===== src/rtl/adc_lane_align.sv =====
// adc_lane_align
// Training-time bitslip alignment controller for a two-lane LVDS ADC receive
// path. During training it slips each lane until the deserialized word matches
// TRAIN_PATTERN for MATCH_COUNT consecutive valid samples. It then reports
// aligned. If a lane runs out of slips, it reports error instead.
module adc_lane_align #(
    parameter int unsigned       DATA_W        = 8,
    parameter logic [DATA_W-1:0] TRAIN_PATTERN = 8'hF0,
    parameter int unsigned       SETTLE_CYCLES = 4,
    parameter int unsigned       MATCH_COUNT   = 16,
    parameter int unsigned       MAX_SLIPS     = 2 * DATA_W
) (
    input  logic                           clk,
    input  logic                           rst_n,
    input  logic                           start,
    input  logic                           word_valid,
    input  logic [DATA_W-1:0]              ln0_word,
    input  logic [DATA_W-1:0]              ln1_word,
    output logic                           bitslip0,
    output logic                           bitslip1,
    output logic                           busy,
    output logic                           aligned,
    output logic                           error,
    output logic [$clog2(MAX_SLIPS+1)-1:0] slip_cnt0,
    output logic [$clog2(MAX_SLIPS+1)-1:0] slip_cnt1
);

    localparam int unsigned SW = $clog2(MAX_SLIPS + 1);
    localparam int unsigned MW = $clog2(MATCH_COUNT + 1);
    localparam int unsigned TW = $clog2(SETTLE_CYCLES + 1);

    typedef enum logic [2:0] {
        S_IDLE,
        S_SETTLE,
        S_CHECK,
        S_DONE,
        S_FAIL
    } state_e;

    state_e            state_q, state_d;
    logic [TW-1:0]     settle_q, settle_d;
    logic [MW-1:0]     match_q [2];
    logic [MW-1:0]     match_d [2];
    logic [SW-1:0]     slip_q [2];
    logic [SW-1:0]     slip_d [2];
    logic [1:0]        locked_q, locked_d;
    logic [1:0]        pulse_q, pulse_d;
    logic [DATA_W-1:0] word_w [2];
    logic              any_fail;
    logic              any_slip;

    assign word_w[0] = ln0_word;
    assign word_w[1] = ln1_word;

    // State, per-lane counters and registered bitslip pulses
    always_ff @(posedge clk or negedge rst_n) begin
        if (!rst_n) begin
            state_q    <= S_IDLE;
            settle_q   <= '0;
            match_q[0] <= '0;
            match_q[1] <= '0;
            slip_q[0]  <= '0;
            slip_q[1]  <= '0;
            locked_q   <= '0;
            pulse_q    <= '0;
        end else begin
            state_q    <= state_d;
            settle_q   <= settle_d;
            match_q[0] <= match_d[0];
            match_q[1] <= match_d[1];
            slip_q[0]  <= slip_d[0];
            slip_q[1]  <= slip_d[1];
            locked_q   <= locked_d;
            pulse_q    <= pulse_d;
        end
    end

    // Next-state: settle countdown, per-lane compare/slip, and CHECK resolution
    always_comb begin
        state_d    = state_q;
        settle_d   = settle_q;
        match_d[0] = match_q[0];
        match_d[1] = match_q[1];
        slip_d[0]  = slip_q[0];
        slip_d[1]  = slip_q[1];
        locked_d   = locked_q;
        pulse_d    = '0;
        any_fail   = 1'b0;
        any_slip   = 1'b0;
        case (state_q)
            S_IDLE, S_DONE, S_FAIL: begin
                if (start) begin
                    state_d    = S_SETTLE;
                    settle_d   = TW'(SETTLE_CYCLES);
                    match_d[0] = '0;
                    match_d[1] = '0;
                    slip_d[0]  = '0;
                    slip_d[1]  = '0;
                    locked_d   = '0;
                end
            end
            S_SETTLE: begin
                if (settle_q <= TW'(1)) begin
                    settle_d = '0;
                    state_d  = S_CHECK;
                end else begin
                    settle_d = settle_q - TW'(1);
                end
            end
            S_CHECK: begin
                if (word_valid) begin
                    for (int unsigned i = 0; i < 2; i++) begin
                        if (!locked_q[i]) begin
                            if (word_w[i] == TRAIN_PATTERN) begin
                                match_d[i] = match_q[i] + MW'(1);
                                if (match_q[i] == MW'(MATCH_COUNT - 1)) begin
                                    locked_d[i] = 1'b1;
                                end
                            end else begin
                                match_d[i] = '0;
                                if (slip_q[i] < SW'(MAX_SLIPS)) begin
                                    slip_d[i]  = slip_q[i] + SW'(1);
                                    pulse_d[i] = 1'b1;
                                    any_slip   = 1'b1;
                                end else begin
                                    any_fail = 1'b1;
                                end
                            end
                        end
                    end
                    // Lock test uses locked_d so a lane locking this cycle counts.
                    if (any_fail) begin
                        state_d = S_FAIL;
                    end else if (any_slip) begin
                        state_d  = S_SETTLE;
                        settle_d = TW'(SETTLE_CYCLES);
                    end else if (&locked_d) begin
                        state_d = S_DONE;
                    end
                end
            end
            default: state_d = S_IDLE;
        endcase
    end

    assign bitslip0  = pulse_q[0];
    assign bitslip1  = pulse_q[1];
    assign busy      = (state_q == S_SETTLE) || (state_q == S_CHECK);
    assign aligned   = (state_q == S_DONE);
    assign error     = (state_q == S_FAIL);
    assign slip_cnt0 = slip_q[0];
    assign slip_cnt1 = slip_q[1];

endmodule


===== config.mk =====
export PLATFORM = sky130hd
export DESIGN_NAME = adc_lane_align
export DESIGN_NICKNAME = d
export VERILOG_FILES = /design/src/rtl/adc_lane_align.sv
export SDC_FILE = /design/constraint.sdc
export NUM_CORES = 1
export LEC_CHECK = 0
export CAP_MARGIN = 0
export CORE_MARGIN = 3
export CORE_UTILIZATION = 40
export DETAILED_ROUTE_END_ITERATION = 10
export PLACE_DENSITY_LB_ADDON = 0.08
export RECOVER_POWER = 100
export SYNTH_ARGS = -nofsm -noshare
export SYNTH_HDL_FRONTEND = slang
export SYNTH_SLANG_ARGS = --single-unit
export TNS_END_PERCENT = 30

===== constraint.sdc =====
create_clock -name clk -period 2.4 [get_ports clk]
set_input_delay 0.72 -clock clk [delete_from_list [all_inputs] [get_ports clk]]
set_output_delay 0.72 -clock clk [all_outputs]
set_load 0.03 [all_outputs]

==> After elaboration in Yosys (flattened, before gate mapping) <==
Cells that the tools add are included.
{ "classes": {"addsub": 5, "magnitude_cmp": 3, "eq_ne": 20, "muxes": 62, "reduce_logical": 13} }
{ "ops": {"columns": ["op", "count"], "rows": [
  ["5-bit 2-to-1 mux", 10],
  ["10-bit one-hot mux with 2 select lines", 2],
  ["3-bit 2-to-1 mux", 11],
  ["10-bit 2-to-1 mux", 3],
  ["1-bit 2-to-1 mux", 29],
  ["2-bit inequality test, second input constant", 11],
  ["5-bit by 1-bit adder with 5-bit output, second input constant", 4],
  ["3-bit one-hot mux with 3 select lines", 2],
  ["8-bit == test, second input constant", 2],
  ["4-bit AND reduction", 3],
  ["6-bit AND reduction", 2],
  ["5-bit by 4-bit == test with 1-bit output, second input constant", 2],
  ["5-bit less-than comparator, second input constant", 2],
  ["2-bit 2-to-1 mux", 4],
  ["3-bit by 2-bit == test with 1-bit output, second input constant", 2],
  ["5-bit AND reduction", 1],
  ["4-bit inequality test, second input constant", 1],
  ["2-bit one-hot mux with 2 select lines", 1],
  ["3-bit by 1-bit == test with 1-bit output, second input constant", 1],
  ["3-bit == test, second input constant", 1],
  ["3-bit by 1-bit less-or-equal comparator with 1-bit output, second input constant", 1],
  ["3-bit zero test", 1],
  ["3-bit AND reduction", 1],
  ["3-bit nonzero test", 1],
  ["other kinds (5)", 5]
]} }
{ "word_totals": {"ff_bits": 30, "input_bits": 20, "output_inout_bits": 15, "elab_cells": 111} }

==> Depth between registers and ports, before layout <==
{ "logic_depth": {"depth_word": 13, "depth_mapped": 7, "depth_no_buf": 7} }

==> Least setup slack after synthesis <==
Ideal clock, no wire load.
{ "synth_timing": {"path_kind": "input port to flip-flop", "start": "in ln1_word[1]", "end": "reg state_q[1]", "setup_ps": 79, "arrival_time_ps": 1955, "required_time_ps": 2321, "setup_slack_ps": 365, "cell_stages": 5, "path_buffers": 0, "cell_sequence": "nor4_4 a31oi_1 or2_1 a221oi_2 mux2i_1"} }
{ "synth_via": {"elab_chain_cells": 9, "word_cells_on_any_way": 20} }
{ "synth_rtl": {"columns": ["item", "line_no", "source"], "rows": [
  ["start, declared", "18", "input logic [DATA_W-1:0] ln1_word,"],
  ["8-bit == test (*)", "114", "if (word_w[i] == TRAIN_PATTERN) begin"],
  ["1-bit 2-to-1 mux", "114", null],
  ["1-bit 2-to-1 mux", "113", "if (!locked_q[i]) begin"],
  ["1-bit 2-to-1 mux", "111", "if (word_valid) begin"],
  ["1-bit 2-to-1 mux", "90", "case (state_q)"],
  ["3-bit 2-to-1 mux", "134", "end else if (any_slip) begin"],
  ["3-bit 2-to-1 mux", "132", "if (any_fail) begin"],
  ["3-bit 2-to-1 mux", "111", null],
  ["3-bit one-hot mux with 3 select lines", "90", null],
  ["end signal, assigned", "67", "state_q <= state_d;"],
  ["end, declared", "40", "state_e state_q, state_d;"]
]} }
Every way passes the cells marked *; elsewhere a longest branch is shown, timed or not. The select of a mux whose other input is x is not followed.
A chain may end at the register's enable or synchronous reset.

==> Worst setup path after layout <==
{ "layout_timing": {"start": "reg state_q[1]", "end": "out busy"} }
{ "layout_via": {"elab_chain_cells": 2, "word_cells_on_any_way": 3} }
{ "layout_rtl": {"columns": ["item", "line_no", "source"], "rows": [
  ["3-bit by 1-bit == test with 1-bit output or 3-bit by 2-bit == test with 1-bit output (tied branches)", "148", "assign busy = (state_q == S_SETTLE) || (state_q == S_CHECK);"],
  ["1-bit logical OR (*)", "148", null],
  ["end, declared", "21", "output logic busy,"]
]} }
Every way passes the cells marked *; elsewhere a longest branch is shown, timed or not.

==> summary.md <==
| Metric | Value |
|---|---|
| Outcome | `completed` |
| Clock edge transition at the registers on the reported setup and hold paths | `around 70 ps` |
| CTS tree | `built` |
| Most frequent cells in the layout | `dfrtp_1, nor2_1, clkdlybuf4s50_1` |
| Final Setup Violations | `0` |
| Clock latency on the worst-skew pair | `approximately 280 ps` |
| Synth Instances | `182` |
| Final slew viol count | `0` |
| Final wirelength | `approximately 4200 um` |
| Hold Worst Slack | `roughly 480 ps` |
| Routability Congestion | `between 0.8 and 0.9` |
| Final std cells w/o fill | `slightly below 300` |
| Cell Pwr Density | `between 900 and 1000 nW/um2` |
| Iteration-0 DRC Markers | `85` |
| Synthesized area per cell | `about 10 um2` |
| Clock Sink Count | `30` |
| DR vias/cell | `5.43` |
| Synthesis-to-finish area growth | `35.3%` |
| RSZ-0062 raised after global routing | `no` |
| Grt ovf | `0` |
| Mapped cell area | `approximately 1800 um2` |
| Slew @ Worst Pin | `roughly 770 ps` |
| WL/cell | `~15 um` |
| Root buf cell | `clkbuf_8` |
| Min-Delay Endpoint | `match_q[9]$_DFFE_PN0P_` |
| Worst-path cell chain | `nand2b_1 > or2_2 > nand2_1 > buf_4` |
| # DRC | `0` |
| #FFs+latches synth | `30` |
| EDFF count, synth | `0` |
| F_max | `433 MHz` |
| Share of cells above drive strength 1 | `around 15%` |
| Critical path required time | `roughly 1700 ps` |
| CTS buffer count | `5` |
| Worst hold start | `match_q[9]$_DFFE_PN0P_` |
| Initial antenna violation count | `0` |
| CP delay by family, top | `simple AND/OR/NAND/NOR gates` |
| Final net count | `~270` |
| Fin crit share | `a little over nine tenths` |
| CP max stage cell | `dfrtp_1` |
| Sequential element share of the synthesized area | `a little over two fifths` |
| Syn Nets | `210` |
| Slew margin rel. | `48.6%` |
| Critical Path Source Type | `register` |
| Largest net degree at the start of global routing | `31` |
| Final Util | `57.9%` |
| Die H | `approximately 73 um` |
| Post-route minimum period | `2310 ps` |
| WP data arrival | `1590 ps` |
| Hold buffers post-CTS | `0` |
| Die Width | `roughly 73 um` |
| Hold Fails Final Rpt | `0` |
| Synthesis Warnings | `0` |
| Dominant synthesized flop cell | `dfrtp_1` |
| Antenna Violating Nets Remaining | `0` |
| Port bufs | `34` |
| FFs w/ async S/R, synth | `100%` |
| CP Capture Type | `primary output` |
| Worst Path Max Fanout | `10` |
| Library cells used by synthesis | `44` |
| Max Cap Violations | `0` |
| Core box area | `approximately 4100 um2` |
| Worst path bufs/invs | `1` |
| Antenna Diode Count | `0` |
| Flop-to-flop setup slack | `480 ps` |
| Design Power | `roughly 2.3 mW` |
| Worst ir drop on vdd | `between 0.4 and 0.5 mV` |
| Synth top area share | `between 40% and 50%` |
| Vias in the first global route | `~1,600` |
| FF-to-FF End | `state_q[0]$_DFFE_PN0P_` |
| Max Buffers Root-to-Sink | `2` |
| Worst Path Class, Setup | `register to primary output` |
| FF-to-FF path depth | `5` |
| Commonest non-fill, non-tap cell in the layout | `dfrtp_1` |
| Top post-synthesis cells by area | `dfrtp_1, ha_1, o21ai_0, nor2_1, nand2_1` |
| All-Layer GR Usage | `17.6%` |
| Slowest stage delay, CP | `approximately 520 ps` |
| Yosys top cell by area | `dfrtp_1` |
| Half-perimeter wire length after placement | `around 3300 um` |
| Hold crit path type | `register to register` |
| Hold path depth | `2` |
| Starting density of the core | `a little over two fifths` |
| Die Area | `5260 um2` |
| Dpl cells | `between 200 and 300` |
| First-pass GRT wire length | `around 7200 um` |
| Via count | `about 1,600` |
| DR pass1 iterations | `4` |
| Pleak | `approximately 1.1 nW` |
| Setup Skew | `~3.7 ps` |
| I/O pin cnt | `35` |
| CTS H-Tree Depth | `2` |
| Row count | `23` |
| Reg2Reg Launch Point | `state_q[1]$_DFFE_PN0P_` |
-- where the power goes --
part / switching, mW / leakage [nW] / internal [mW]
Combinational: 0.608 / 0.635 / 0.464
Clock: 0.189 / 0.0575 / 0.289
Sequential: 0.108 / 0.403 / 0.599
-- how the worst max path moves through the flow --
| stage | startpoint | depth (start not counted) | slack (ps) | end |
|---|---|---|---|---|
| after detailed placement | ln0_word[1] | 6 | -180 | state_q[1]$_DFFE_PN0P_ |
| after global placement | ln0_word[1] | 6 | -140 | state_q[1]$_DFFE_PN0P_ |
| after CTS | state_q[1]$_DFFE_PN0P_ | 4 | 90 | busy |
| final | state_q[1]$_DFFE_PN0P_ | 4 | 90 | busy |
| after global routing | ln1_word[3] | 7 | 5 | state_q[0]$_DFFE_PN0P_ |
| after floorplan | ln1_word[1] | 5 | 370 | state_q[1]$_DFFE_PN0P_ |
-- synth_stat cells, drive strengths merged, types with 2 or more instances --
| master | instances |
|---|---|
| nor2 | 17 |
| nor3 | 4 |
| ha | 8 |
| a21o | 2 |
| nand2 | 14 |
| and4 | 2 |
| nand2b | 5 |
| nor4 | 2 |
| a31oi | 2 |
| a21oi | 7 |
| o21ai | 14 |
| nor2b | 3 |
| inv | 10 |
| o2bb2ai | 2 |
| o31ai | 4 |
| or2 | 4 |
| o211ai | 6 |
| and3 | 6 |
| nand3 | 5 |
| o21a | 4 |
| buf | 5 |
| nand4 | 2 |
| a211oi | 2 |
| and3b | 2 |
| mux2i | 3 |
| dfrtp | 30 |
| xor2 | 4 |
| a41oi | 2 |
-- per-stage QoR --
stage / setup TNS (ps) / area [um2] / setup slack, ps
after global placement: -594 / 2300 / -137
after global routing: 0 / 2400 / 4.99
after detailed placement: -851 / 2300 / -184
final: 0 / 2400 / 89.2
after CTS: 0 / 2410 / 87.3
after floorplan: 0 / 1770 / 365
-- logic make-up after synthesis --
group | after synthesis | share of synthesized area [%]
buf+inv | 15 | 3.67
fa+ha+maj | 8 | 5.65
compound gates | 54 | 22.4
simple gates | 68 | 22.2
xor+xnor | 4 | 1.98
flops | 30 | 42.4
mux | 3 | 1.69
-- what timing repair did --
action | CTS | global route
endpoints found under the hold margin | 0 | 0
resized for setup | 2 | 1
buffers inserted | 0 | 0
setup endpoints to repair | 2 | 1
pin swaps | 0 | 2
gates cloned | 0 | 0
-- final cells by class --
cell class              instances  area [um2]
clock buffers                   8         110
fillers                       392        1750
inverters                      10        37.5
multi-input cells             137         963
flip-flops and latches         30         751
well taps                      50        62.6
repair buffers                 55         473
-- layer usage --
layer  vias to the layer above  GRT usage [%]  wire length [um]
met5                         -              0                 0
met4                         0           8.20                90
met3                         8           4.99               219
met2                        42           27.3              2000
met1                       747           22.5              1940
li1                        778              -                 -
-- registers in the layout, indices dropped and copies added, names as in the netlist --
| name | count |
|---|---|
| slip_cnt0 | 5 |
| locked_q | 2 |
| slip_cnt1 | 5 |
| settle_q | 3 |
| state_q | 3 |
| match_q | 10 |
| pulse_q | 2 |
-- worst register-to-register path: stages, from the launching register on --
cell and delay (ps):
dfrtp_1 520, nand2b_1 160, or2_2 380, nor3_1 370, a221oi_4 130, o211a_1 240
No activity file was read; power rests on OpenSTA's default activity.
